$ cat config.mk
export PLATFORM = sky130hd
export DESIGN_NAME = counter_sweep_ctrl
export DESIGN_NICKNAME = d
export VERILOG_FILES = /design/src/rtl/counter_sweep_ctrl.sv
export SDC_FILE = /design/constraint.sdc
export NUM_CORES = 1
export LEC_CHECK = 0
export CORE_MARGIN = 10
export CORE_UTILIZATION = 61
export CTS_BUF_LIST = sky130_fd_sc_hd__clkbuf_8
export DETAILED_ROUTE_END_ITERATION = 10
export HOLD_SLACK_MARGIN = 0.12
export PLACE_DENSITY = 0.88
export SYNTH_ARGS = -nofsm -noshare
export SYNTH_HDL_FRONTEND = slang
export SYNTH_SLANG_ARGS = --single-unit
$ cat constraint.sdc
create_clock -name clk -period 11.58 [get_ports clk]
set_input_delay 2.316 -clock clk [delete_from_list [all_inputs] [get_ports clk]]
set_output_delay 2.316 -clock clk [all_outputs]
set_load 0.02 [all_outputs]
$ cat src/rtl/counter_sweep_ctrl.sv
// Sequencer driving the CE/SCLR/UP/LOAD/L inputs of an up/down loadable counter
// through programmable clear/load/sweep runs. Define CNT_CHECK_EN to add cnt_q readback checking.
module counter_sweep_ctrl #(
  parameter int WIDTH       = 32,
  parameter int PRESCALE_W  = 16,
  parameter int REPEAT_W    = 16,
  parameter int COUNTER_LAT = 1
) (
  input  logic                  clk,
  input  logic                  rst,
  input  logic                  start,
  input  logic                  abort,
  input  logic [1:0]            cfg_mode,
  input  logic [WIDTH-1:0]      cfg_start,
  input  logic [WIDTH-1:0]      cfg_limit,
  input  logic [PRESCALE_W-1:0] cfg_prescale,
  input  logic [REPEAT_W-1:0]   cfg_repeat,
  input  logic [WIDTH-1:0]      cnt_q,
  output logic                  cnt_ce,
  output logic                  cnt_sclr,
  output logic                  cnt_up,
  output logic                  cnt_load,
  output logic [WIDTH-1:0]      cnt_l,
  output logic                  busy,
  output logic                  done,
  output logic                  cfg_err,
  output logic [REPEAT_W-1:0]   sweep_cnt,
  output logic                  chk_err
);

  typedef enum logic [2:0] {IDLE, CLEAR, LOAD, RUN_UP, RUN_DN, SWEEP_END, DONE} state_t;

  state_t                state, state_nx;
  logic [1:0]            mode_r;
  logic [WIDTH-1:0]      start_r, limit_r, shadow, shadow_nx, target_dn, l_nx;
  logic [PRESCALE_W-1:0] prescale_r, psc, psc_nx;
  logic [REPEAT_W-1:0]   repeat_r, sweep_nx, sweep_inc;
  logic                  ce_nx, sclr_nx, up_nx, load_nx, done_nx, err_nx;
  logic                  accept, cfg_ok, tick, mismatch;

  assign accept    = (state == IDLE) && start && !abort;
  assign cfg_ok    = (cfg_mode == 2'b01) ? (cfg_limit <= cfg_start) :
                     (cfg_mode != 2'b11) && (cfg_limit >= cfg_start);
  assign tick      = (psc == prescale_r);
  assign target_dn = (mode_r == 2'b10) ? start_r : limit_r;
  assign sweep_inc = (&sweep_cnt) ? sweep_cnt : sweep_cnt + REPEAT_W'(1);
  assign busy      = (state != IDLE);

  // Strobes are computed from the transition being taken, so they line up with the new state.
  always_comb begin
    state_nx  = state;
    ce_nx     = 1'b0;
    sclr_nx   = 1'b0;
    load_nx   = 1'b0;
    done_nx   = 1'b0;
    err_nx    = 1'b0;
    up_nx     = cnt_up;
    l_nx      = cnt_l;
    shadow_nx = shadow;
    psc_nx    = psc;
    sweep_nx  = sweep_cnt;
    case (state)
      IDLE: begin
        if (accept) begin
          if (cfg_ok) begin
            state_nx  = CLEAR;
            sclr_nx   = 1'b1;
            shadow_nx = '0;
            sweep_nx  = '0;
          end else begin
            err_nx = 1'b1;
          end
        end
      end
      CLEAR: begin
        state_nx  = LOAD;
        load_nx   = 1'b1;
        ce_nx     = 1'b1;
        l_nx      = start_r;
        shadow_nx = start_r;
      end
      LOAD: begin
        state_nx = (mode_r == 2'b01) ? RUN_DN : RUN_UP;
        psc_nx   = '0;
      end
      RUN_UP: begin
        psc_nx = tick ? '0 : psc + PRESCALE_W'(1);
        if (tick) begin
          if (shadow != limit_r) begin
            ce_nx     = 1'b1;
            up_nx     = 1'b1;
            shadow_nx = shadow + WIDTH'(1);
          end else if (mode_r == 2'b10) begin
            state_nx = RUN_DN;
            psc_nx   = '0;
          end else begin
            state_nx = SWEEP_END;
          end
        end
      end
      RUN_DN: begin
        psc_nx = tick ? '0 : psc + PRESCALE_W'(1);
        if (tick) begin
          if (shadow != target_dn) begin
            ce_nx     = 1'b1;
            up_nx     = 1'b0;
            shadow_nx = shadow - WIDTH'(1);
          end else begin
            state_nx = SWEEP_END;
          end
        end
      end
      SWEEP_END: begin
        sweep_nx = sweep_inc;
        if ((repeat_r != '0) && (sweep_inc == repeat_r)) begin
          state_nx = DONE;
          done_nx  = 1'b1;
        end else begin
          state_nx  = LOAD;
          load_nx   = 1'b1;
          ce_nx     = 1'b1;
          l_nx      = start_r;
          shadow_nx = start_r;
        end
      end
      DONE:    state_nx = IDLE;
      default: state_nx = IDLE;
    endcase
    // Abort or readback mismatch: drop everything, keep the counter where it is.
    if ((state != IDLE) && (abort || mismatch)) begin
      state_nx  = IDLE;
      ce_nx     = 1'b0;
      sclr_nx   = 1'b0;
      load_nx   = 1'b0;
      done_nx   = 1'b0;
      up_nx     = cnt_up;
      l_nx      = cnt_l;
      shadow_nx = shadow;
      sweep_nx  = sweep_cnt;
    end
  end

  always_ff @(posedge clk or posedge rst) begin
    if (rst) begin
      state      <= IDLE;
      cnt_ce     <= 1'b0;
      cnt_sclr   <= 1'b0;
      cnt_up     <= 1'b0;
      cnt_load   <= 1'b0;
      cnt_l      <= '0;
      done       <= 1'b0;
      cfg_err    <= 1'b0;
      sweep_cnt  <= '0;
      shadow     <= '0;
      psc        <= '0;
      mode_r     <= '0;
      start_r    <= '0;
      limit_r    <= '0;
      prescale_r <= '0;
      repeat_r   <= '0;
    end else begin
      state     <= state_nx;
      cnt_ce    <= ce_nx;
      cnt_sclr  <= sclr_nx;
      cnt_up    <= up_nx;
      cnt_load  <= load_nx;
      cnt_l     <= l_nx;
      done      <= done_nx;
      cfg_err   <= err_nx;
      sweep_cnt <= sweep_nx;
      shadow    <= shadow_nx;
      psc       <= psc_nx;
      if (accept) begin
        mode_r     <= cfg_mode;
        start_r    <= cfg_start;
        limit_r    <= cfg_limit;
        prescale_r <= cfg_prescale;
        repeat_r   <= cfg_repeat;
      end
    end
  end

`ifdef CNT_CHECK_EN
  // shadow_dly[COUNTER_LAT-1] is what cnt_q should show this cycle.
  logic [COUNTER_LAT-1:0][WIDTH-1:0] shadow_dly;

  always_ff @(posedge clk or posedge rst) begin
    if (rst) begin
      shadow_dly <= '0;
    end else begin
      shadow_dly[0] <= shadow;
      for (int i = 1; i < COUNTER_LAT; i++) shadow_dly[i] <= shadow_dly[i-1];
    end
  end

  assign mismatch = ((state == RUN_UP) || (state == RUN_DN) || (state == SWEEP_END)) &&
                    (cnt_q != shadow_dly[COUNTER_LAT-1]);

  always_ff @(posedge clk or posedge rst) begin
    if (rst)                  chk_err <= 1'b0;
    else if (accept && cfg_ok) chk_err <= 1'b0;
    else if (mismatch)        chk_err <= 1'b1;
  end
`else
  logic unused_chk;
  assign unused_chk = (^cnt_q) ^ (COUNTER_LAT > 0);
  assign mismatch   = 1'b0;
  assign chk_err    = 1'b0;
`endif

endmodule

# Yosys cells after proc, flatten, opt, wreduce, memory -nomap -nowiden
# Cells that the tools add are included.
totals:
  wordCells: 124
  out_inout_bits: 56
  ff_bits: 203
  in_bits: 134
classes:
  n_addsub: 4
  magnitude_cmp: 2
  reduce_logical: 20
  n_eq_ne: 26
  n_mux: 55
  n_bitwise: 1
op_table:
  columns: ["op", "count"]
  rows:
  - ["$mux W32", 8]
  - ["$pmux W32 S5", 1]
  - ["$mux W16", 7]
  - ["$ne A32 B32 Y1", 2]
  - ["$pmux W32 S2", 1]
  - ["$pmux W16 S3", 1]
  - ["$add A16 B1 Y16 const B", 2]
  - ["$add A32 B1 Y32 const B", 1]
  - ["$eq A16 B16 Y1", 2]
  - ["$ge A32 B32 Y1", 1]
  - ["$le A32 B32 Y1", 1]
  - ["$pmux W16 S2", 1]
  - ["$sub A32 B1 Y32 const B", 1]
  - ["$mux W3", 9]
  - ["$mux W1", 23]
  - ["$pmux W3 S6", 1]
  - ["$ne A2 B2 Y1 const B", 8]
  - ["$reduce_and A16 Y1", 1]
  - ["$reduce_bool A16 Y1", 1]
  - ["$ne A3 B3 Y1 const B", 4]
  - ["$reduce_and A6 Y1", 2]
  - ["$reduce_and A9 Y1", 1]
  - ["$eq A3 B2 Y1 const B", 2]
  - ["$eq A3 B3 Y1 const B", 2]
  - ["15 further kinds", 25]

# Depth between registers and ports, before layout
# Gate-level depths: netlist (run 1).
depth:
  depth_word: 7
  depth_mapped: 15
  mapped_depth_nobuf: 13

# Least setup slack after synthesis (run 1)
# No wires, ideal clock.
synth_path:
  path_kind: "in2reg"
  startpoint: "in cfg_start[30]"
  endpoint: "reg shadow[20]"
  slack_ns: 6.818
  setup_time_ns: 0.142
  stages: 12
  n_path_buf: 1
  arrival_ns: 4.621
  required_time_ns: 11.438
  path_cell_list: "inv_1 > ha_1 > nand4_1 > nor3_1 > a221oi_1 > o211ai_1 > a2111o_1 > a31o_2 > a2111o_1 > buf_4 > a22oi_2 > o31ai_1"
synth_via:
  elab_chain_cells: 5
  word_cells_on_any_way: 6
  classes_between: "2 x order compare; 1 x eq/ne; 1 x mux; 2 x reduce/logical"
synth_rtl:
  columns: ["element", "line_no", "rtl"]
  rows:
  - ["start: declaration", "14", "input logic [WIDTH-1:0] cfg_start,"]
  - ["$ge A32 B32 Y1", "43", "(cfg_mode != 2'b11) && (cfg_limit >= cfg_start);"]
  - ["$logic_and A1 B1 Y1", "43", null]
  - ["$mux W1 *", "42", "assign cfg_ok = (cfg_mode == 2'b01) ? (cfg_limit <= cfg_start) :"]
  - ["$ne A2 B2 Y1 (no line) *", null, null]
  - ["$reduce_and A9 Y1 (no line) *", null, null]
  - ["end signal: assignment", "171", "shadow <= shadow_nx;"]
  - ["end: declaration", "35", "logic [WIDTH-1:0] start_r, limit_r, shadow, shadow_nx, target_dn, l_nx;"]
# Every way passes the cells marked *; elsewhere a longest branch is shown, timed or not.
# A chain may end at the register's enable or synchronous reset.

# Worst setup path after layout (run 1)
layout_path:
  startpoint: "in cfg_start[17]"
  endpoint: "reg sweep_cnt[14]"
layout_via:
  elab_chain_cells: 5
  word_cells_on_any_way: 6
  classes_between: "2 x order compare; 1 x eq/ne; 1 x mux; 2 x reduce/logical"
layout_rtl:
  columns: ["element", "line_no", "rtl"]
  rows:
  - ["$ge A32 B32 Y1", "43", null]
  - ["$logic_and A1 B1 Y1", "43", null]
  - ["$mux W1 *", "42", null]
  - ["$ne A2 B2 Y1 (no line) *", null, null]
  - ["$reduce_and A4 Y1 (no line) *", null, null]
  - ["end signal: assignment", "170", "sweep_cnt <= sweep_nx;"]
  - ["end: declaration", "27", "output logic [REPEAT_W-1:0] sweep_cnt,"]
# Marks and branches as above.

==> results of run 1 <==
-- cell families (layout without fill, tap and decap cells) --
logic type                 count (synthesis)  after routing  synth area share
DFF                                      203            203            0.3952
AOI/OAI and AO/OA                        368            368            0.1845
and+or+nand+nor                          373            373            0.1489
xor gates and xnor gates                 101            101           0.06883
adders and majority gates                 65             65           0.06386
buffers and inverters                    134            298           0.04459
muxes                                    104            104           0.09375
other                                      1              3         0.0002918
-- metal layers --
metal / share of wire / up-vias / global-route usage / wire [um]
met5: 0.00035 / - / 0 / 13
met1: 0.42 / 5446 / 0.3662 / 15650
met3: 0.096 / 69 / 0.06173 / 3591
met4: 0.025 / 2 / 0.09219 / 924
li1: - / 5212 / - / -
met2: 0.46 / 561 / 0.4205 / 17060
-- worst max-delay path, cell delays in order --
cell and delay (ns):
sky130_fd_sc_hd__clkdlybuf4s50_1 0.47, sky130_fd_sc_hd__inv_1 0.06, sky130_fd_sc_hd__ha_1 0.30, sky130_fd_sc_hd__a21oi_1 0.14
sky130_fd_sc_hd__o21ai_0 0.22, sky130_fd_sc_hd__a221oi_1 0.31, sky130_fd_sc_hd__o211ai_1 0.25, sky130_fd_sc_hd__o21ai_0 0.29
sky130_fd_sc_hd__a31o_2 0.23, sky130_fd_sc_hd__inv_1 0.12, sky130_fd_sc_hd__nor2_1 0.94, sky130_fd_sc_hd__nor2b_1 0.11
sky130_fd_sc_hd__o22a_1 0.24
-- how the worst max path moves through the flow --
| stage | startpoint | endpoint | slack, ns | cells past startpoint |
|---|---|---|---|---|
| after floorplan | rst | cfg_err | 3.72 | 1 |
| after global placement | cfg_start[19] | sweep_cnt[14] | 5.73 | 13 |
| after detailed placement | cfg_start[19] | sweep_cnt[14] | 5.56 | 13 |
| after CTS | cfg_start[17] | sweep_cnt[14] | 6.10 | 13 |
| after global routing | cfg_start[25] | sweep_cnt[11] | 5.70 | 13 |
| final | cfg_start[17] | sweep_cnt[14] | 6.01 | 13 |
-- cell type report --
type,count,share of cell area
flip-flops and latches,203,0.3322
clock buffers,45,0.04050
inverters,73,0.01841
well taps,275,0.02250
clock inverters,18,0.009328
diodes,2,0.0003273
multi-input cells,1012,0.4716
repair buffers,162,0.1051
-- cells in the mapped netlist, types with 7 or more instances --
library cell               instances  area (um^2)
sky130_fd_sc_hd__nor2b_1          20        125.1
sky130_fd_sc_hd__and3_1           12        75.07
sky130_fd_sc_hd__and4_1            7        61.31
sky130_fd_sc_hd__mux2_4           12        180.2
sky130_fd_sc_hd__o31ai_1           9        67.56
sky130_fd_sc_hd__xor2_1           54        473.0
sky130_fd_sc_hd__ha_1             64        800.8
sky130_fd_sc_hd__and2_1            9        56.30
sky130_fd_sc_hd__dfrtp_1         203         5080
sky130_fd_sc_hd__buf_2            11        55.05
sky130_fd_sc_hd__clkbuf_1         37        138.9
sky130_fd_sc_hd__nor3_1           17        85.08
sky130_fd_sc_hd__a31oi_1          15        93.84
sky130_fd_sc_hd__nor2_1           66        247.7
sky130_fd_sc_hd__nor4_1           14        87.58
sky130_fd_sc_hd__mux2_2           83        934.7
sky130_fd_sc_hd__o211ai_1         12        90.09
sky130_fd_sc_hd__nand4_1          33        206.5
sky130_fd_sc_hd__o21ai_0         136        680.7
sky130_fd_sc_hd__xnor2_1          47        411.6
sky130_fd_sc_hd__inv_1            71        266.5
sky130_fd_sc_hd__nand2_1         123        461.7
sky130_fd_sc_hd__nand3_1          32        160.2
sky130_fd_sc_hd__a21o_1           14        105.1
sky130_fd_sc_hd__nand2b_1         14        87.58
sky130_fd_sc_hd__a21oi_1          61        305.3
sky130_fd_sc_hd__a211oi_1         11        82.58
sky130_fd_sc_hd__a22oi_1          21        157.7
sky130_fd_sc_hd__mux2i_1           9        90.09
-- flip-flops by register name, summed over array words and instances (netlist names), 3 cells and up --
signal      count
cnt_l          32
limit_r        32
prescale_r     16
psc            16
repeat_r       16
shadow         32
start_r        32
state           3
sweep_cnt      16
-- stage by stage --
step	setup slack [ns]	area, um^2	hold slack, ns	utilization
after CTS	6.104	15290	0.5088	0.7318
after global placement	5.735	14520	0.4887	0.6953
after detailed placement	5.559	14520	0.4950	0.6953
final	6.006	15290	0.5067	0.7320
after global routing	5.699	15290	0.5175	0.7319
after floorplan	3.725	12850	0.4653	-
-- power breakdown --
part           internal, mW  total [mW]  switching (mW)
Sequential            0.990        1.35           0.358
Clock                 0.398       0.710           0.312
Combinational         0.761        1.70           0.937
Total                  2.15        3.76            1.61
-- cell usage in the layout, fill, tap and decap left out, drive strengths merged, types with 18 or more instances in the layout --
cell / n
nor3: 18
dfrtp: 203
clkbuf: 45
mux2: 95
xnor2: 47
o21ai: 142
ha: 64
nand4: 35
a21oi: 62
a22oi: 22
clkdlybuf4s50: 156
nor2: 67
xor2: 54
nand3: 32
nor2b: 20
inv: 78
nand2: 123
nor4: 18
==> results.py, run 1 <==
metrics = {
    "outcome": {
        "status": "complete, no violations",
    },
    "global_routing": {
        "globalRoute.totalOverflow": 0,
        "grt_pass1_wl_mm": 59.34,
        "grt_max_degree": 141,
        "first_global_vias": 11181,
        "number_of_antenna_violations_at_the_first_check_in_global_routing": 2,
        "all_layer_global_routing_usage": 0.2708,
    },
    "sta": {
        "report.final.setup_viol": 0,
        "timing.final.hold_violations": 0,
        "fmaxAchievable_mhz": 179.4,
        "clock_skew_ns": 0.02065,
        "sum_of_negative_setup_slack_ns": 0,
        "final.period_utilization": 0.4813,
        "drv_slew": 0,
        "final_period_minus_worst_setup_slack_ns": 5.574,
        "max_slew_margin": 0.1905,
        "grt_setup_unrepaired": "false",
        "max_slew.worst_pin.slew_ns": 1.210,
    },
    "synth": {
        "synthesis.instances": 1349,
        "mappedNetlistNets": 1548,
        "async_flop_share": 1.000,
        "yosys.cell_types.count": 84,
        "synth_ff_type": "sky130_fd_sc_hd__dfrtp_1",
        "syn-mean-instance-area_um2": 9.527,
        "synth.cell_area_mm2": 0.01285,
        "synth_edf_count": 0,
        "yosys_warnings": 0,
        "ys_ff_latch": 203,
        "sequential_to_total_area_share_from_yosys_stat": 0.3952,
    },
    "floorplanning": {
        "die-area_mm2": 0.02727,
        "overall_die_width_um": 165.2,
        "floorplan.io_pins": 190,
        "chipHeight_um": 165.2,
        "initial_utilization": 0.6153,
        "placementRows": 53,
        "fp.coreArea_mm2": 0.02089,
    },
    "route": {
        "drc_errors": 0,
        "vias": 11290,
        "drt-pass1-iter-count": 6,
        "detail_route.wl_per_cell_um": 20.80,
        "avgViaCountPerCell": 6.307,
        "detail_route.iter0.violations": 1022,
        "drt_wl_total_mm": 37.24,
        "drtAntennaViolNets": 0,
    },
    "clock_tree": {
        "cts_root_buf": "sky130_fd_sc_hd__clkbuf_8",
        "clock-sinks": 203,
        "cts.repair_timing.setup_buffer_count": 0,
        "cts_tree": "built",
        "insertion_delay_ns": 0.54,
        "h-tree-depth": 2,
        "cts_resized": 0,
        "clock_tree_buffer_depth": 3,
        "clk_pin_slew_ns": 0.06,
        "cts_hold_repair.buffers": 0,
        "cts_made_buffers": 36,
    },
    "hold_path": {
        "worstHoldPathType": "reg2reg",
        "hold_wc_startpoint": "cnt_l[23]",
        "worstHoldPathCells": 1,
        "worstHoldEndpoint": "cnt_l[23]",
    },
    "placement": {
        "detail_placement_hpwl_mm": 26.84,
        "gpl.final_weighted_congestion": 0.9458,
        "io_buffers": 156,
        "placed_cells": 1725,
    },
    "layout": {
        "layout-area-overhead-vs-synth_pct": 18.97,
        "footprint_of_the_multi_input_gates_mm2": 0.007212,
        "drive_above_1_share": 0.1190,
        "final.fill_count": 1531,
        "final_instance_count_without_filler_cells": 1790,
        "sequential_cell_area_mm2": 0.005080,
        "num-nets-final": 1687,
    },
    "critical_path": {
        "critPathKind": "in2reg",
        "timing.reg2reg.setup_slack_ns": 6.84,
        "critical_path_peak_fanout": 20,
        "critical_path.startpoint_type": "primary input",
        "r2r_start": "sweep_cnt[1]",
        "reg2reg_to": "shadow[30]",
        "rr_worst_depth": 12,
        "worstPathRequired_ns": 12.01,
        "end_kind": "flop",
        "critical_path_arrival_ns": 6.00,
    },
    "pwr": {
        "power_density_mw_per_mm2": 245.6,
        "irDropWorstVdd_v": 0.0002057,
        "cellLeakagePower_nw": 6.776,
        "design_power_total_mw": 3.756,
    },
    "job": {
        "timing.max_cap.violations": 0,
    },
}
(Power assumes the default switching activity.)
==> inputs of run 2 (changes only) <==
- CORE_UTILIZATION: 61 -> 57
- PLACE_DENSITY: 0.88 -> 0.83
- clock period: 11.58 -> 5.4 ns (I/O delays scaled with it)
==> results.py, run 2 (same netlist as run 1, synthesis figures left out) <==
metrics = {
    "hold_path": {
        "worstHoldPathCells": 1,
        "worstHoldPathType": "reg2reg",
    },
    "layout": {
        "final_cell_mix": "203 x sky130_fd_sc_hd__dfrtp_1, 156 x sky130_fd_sc_hd__clkdlybuf4s50_1, 136 x sky130_fd_sc_hd__o21ai_0, 123 x sky130_fd_sc_hd__nand2_1, 85 x sky130_fd_sc_hd__inv_1",
        "drive_above_1_share": 0.1159,
        "layout.cells.most_common": "sky130_fd_sc_hd__dfrtp_1",
        "num-nets-final": 1695,
        "final_core_util": 0.6932,
        "layout-area-overhead-vs-synth_pct": 18.80,
        "diodes": 0,
    },
    "placement": {
        "gpl.final_weighted_congestion": 0.9521,
        "io_buffers": 156,
        "pre_cts_slack_ns": 0.7144,
        "detail_placement_hpwl_mm": 27.77,
    },
    "floorplanning": {
        "floorplan.io_pins": 190,
        "initial_utilization": 0.5835,
        "die-area_mm2": 0.02895,
        "fp.coreArea_mm2": 0.02203,
        "chipHeight_um": 170.2,
        "overall_die_width_um": 170.2,
        "placementRows": 54,
    },
    "global_routing": {
        "globalRouteMet1Util": 0.3584,
        "grt_pass1_wl_mm": 60.71,
        "grt.met3_usage": 0.05484,
        "globalRoute.totalOverflow": 0,
        "first_global_vias": 11151,
        "all_layer_global_routing_usage": 0.2595,
        "grt_use_met2": 0.4068,
        "global_route.peak_usage_layer": "met2",
        "number_of_antenna_violations_at_the_first_check_in_global_routing": 1,
        "grt_max_degree": 160,
    },
    "pwr": {
        "cellLeakagePower_nw": 6.789,
        "netSwitchingPower_mw": 3.413,
        "power_density_mw_per_mm2": 518.4,
        "irDropWorstVdd_v": 0.0003613,
        "power.share.switching": 0.4311,
        "p_seq_frac": 0.363,
        "design_power_total_mw": 7.916,
        "power_frac_comb": 0.463,
        "clock_power_share": 0.174,
        "internal-power_mw": 4.503,
    },
    "sta": {
        "fin_ws_ns": 0.8328,
        "fmaxAchievable_mhz": 219.0,
        "clock_skew_ns": 0.02942,
        "timing.final.hold_violations": 0,
        "final_period_minus_worst_setup_slack_ns": 4.567,
        "report.final.setup_viol": 0,
        "max_slew.worst_pin.slew_ns": 1.192,
        "grt_setup_unrepaired": "false",
        "sum_of_negative_setup_slack_ns": 0,
        "max_slew_margin": 0.2026,
        "final.period_utilization": 0.8458,
        "drv_slew": 0,
    },
    "clock_tree": {
        "cts_tree": "built",
        "cts.repair_timing.setup_buffer_count": 0,
        "clock_tree_buffer_depth": 3,
        "cts_made_buffers": 36,
        "clk_pin_slew_ns": 0.06,
        "cts_hold_repair.buffers": 0,
        "h-tree-depth": 2,
        "cts_root_buf": "sky130_fd_sc_hd__clkbuf_8",
        "cts_resized": 0,
        "insertion_delay_ns": 0.55,
        "clock-sinks": 203,
    },
    "outcome": {
        "status": "complete, no violations",
    },
    "critical_path": {
        "critical_path.startpoint_type": "flop",
        "timing.critical_path.cells": "nor2_1, nand2_1, inv_1, ha_1, o211ai_1, o211ai_1, a22oi_1, o311ai_0, nand3_1, o21ai_0, mux2i_1, a32oi_1, o21ai_0",
        "rr_worst_depth": 13,
        "critical_path_peak_fanout": 17,
        "critical_path_arrival_ns": 5.02,
        "end_kind": "flop",
        "critical_path.max_stage_delay_ns": 0.94,
        "critPathKind": "reg2reg",
        "worstSetupPathDepth": 13,
        "timing.critical_path.max_delay_family": "compound AO/OA/AOI/OAI gates",
        "crit_slowest_cell": "sky130_fd_sc_hd__o311ai_0",
        "path_buf_inv": 1,
        "worstPathRequired_ns": 5.86,
    },
    "route": {
        "drtAntennaViolNets": 0,
        "drt_wl_total_mm": 37.71,
        "detail_route.iter0.violations": 1092,
        "avgViaCountPerCell": 6.176,
        "vias": 11111,
        "detail_route.wl_per_cell_um": 20.96,
        "drc_errors": 0,
        "drt-pass1-iter-count": 5,
    },
    "job": {
        "timing.max_cap.violations": 0,
    },
}
-- run 2: cell count changes in the layout (fill, tap and decap cells not counted), sizes merged --
cell,previous run,this run
clkinvlp,2,4
buf,6,14
diode,2,0
clkbuf,45,40
inv,78,86
clkinv,9,3
bufinv,2,1
-- run 2: power by group through the flow --
stage / registers, mW / logic (mW) / clock network, mW
CTS: 2.85 / 3.65 / 1.40
detailed placement: 2.87 / 3.61 / 0
global route: 2.95 / 4.02 / 1.47
global placement: 2.84 / 3.54 / 0
finish: 2.87 / 3.67 / 1.38
floorplan: 2.75 / 2.47 / 0
-- run 2: area by class of cell --
cell class / instances / area, um^2
clock buffer: 40 / 550.5
clock inverter: 21 / 118.9
fill: 1692 / 6758
inverter: 73 / 277.8
multi-input combinational: 1012 / 7212
sequential: 203 / 5080
tap: 280 / 350.3
timing repair buffer: 170 / 1679
-- run 2: final timing paths --
path | from | to | slack (ns)
max | state[0] | shadow[27] | 0.83
min | cnt_l[22] | cnt_l[22] | 0.50
max reg2reg | state[0] | shadow[27] | 0.83
min reg2reg | cnt_l[22] | cnt_l[22] | 0.50
max in group asynchronous | rst | limit_r[4] | 3.60
min in group asynchronous | rst | sweep_cnt[4] | 1.09
-- run 2: worst register-to-register path, delay by kind of cell (launching register included) --
family / cells / cell delay, ns
compound gates: 7 / 2.20
simple gates: 3 / 0.64
buf+inv: 1 / 0.57
flops: 1 / 0.51
fa+ha+maj: 1 / 0.35
mux: 1 / 0.23
-- run 2: through the flow --
stage | cells | hold slack (ns) | area, um^2
after global placement | 1738 | 0.4802 | 14600
after CTS | 1799 | 0.5058 | 15270
after floorplan | 1349 | 0.4653 | 12860
after detailed placement | 1738 | 0.4958 | 14600
final | 1799 | 0.5049 | 15270
after global routing | 1799 | 0.5230 | 15270
-- run 2: metal layers --
| layer | vias up | wire length (um) | part of all wire |
|---|---|---|---|
| li1 | 5218 | - | - |
| met1 | 5375 | 16760 | 0.44 |
| met2 | 448 | 17170 | 0.46 |
| met3 | 68 | 3057 | 0.081 |
| met4 | 2 | 716 | 0.019 |
| met5 | - | 9 | 0.00024 |
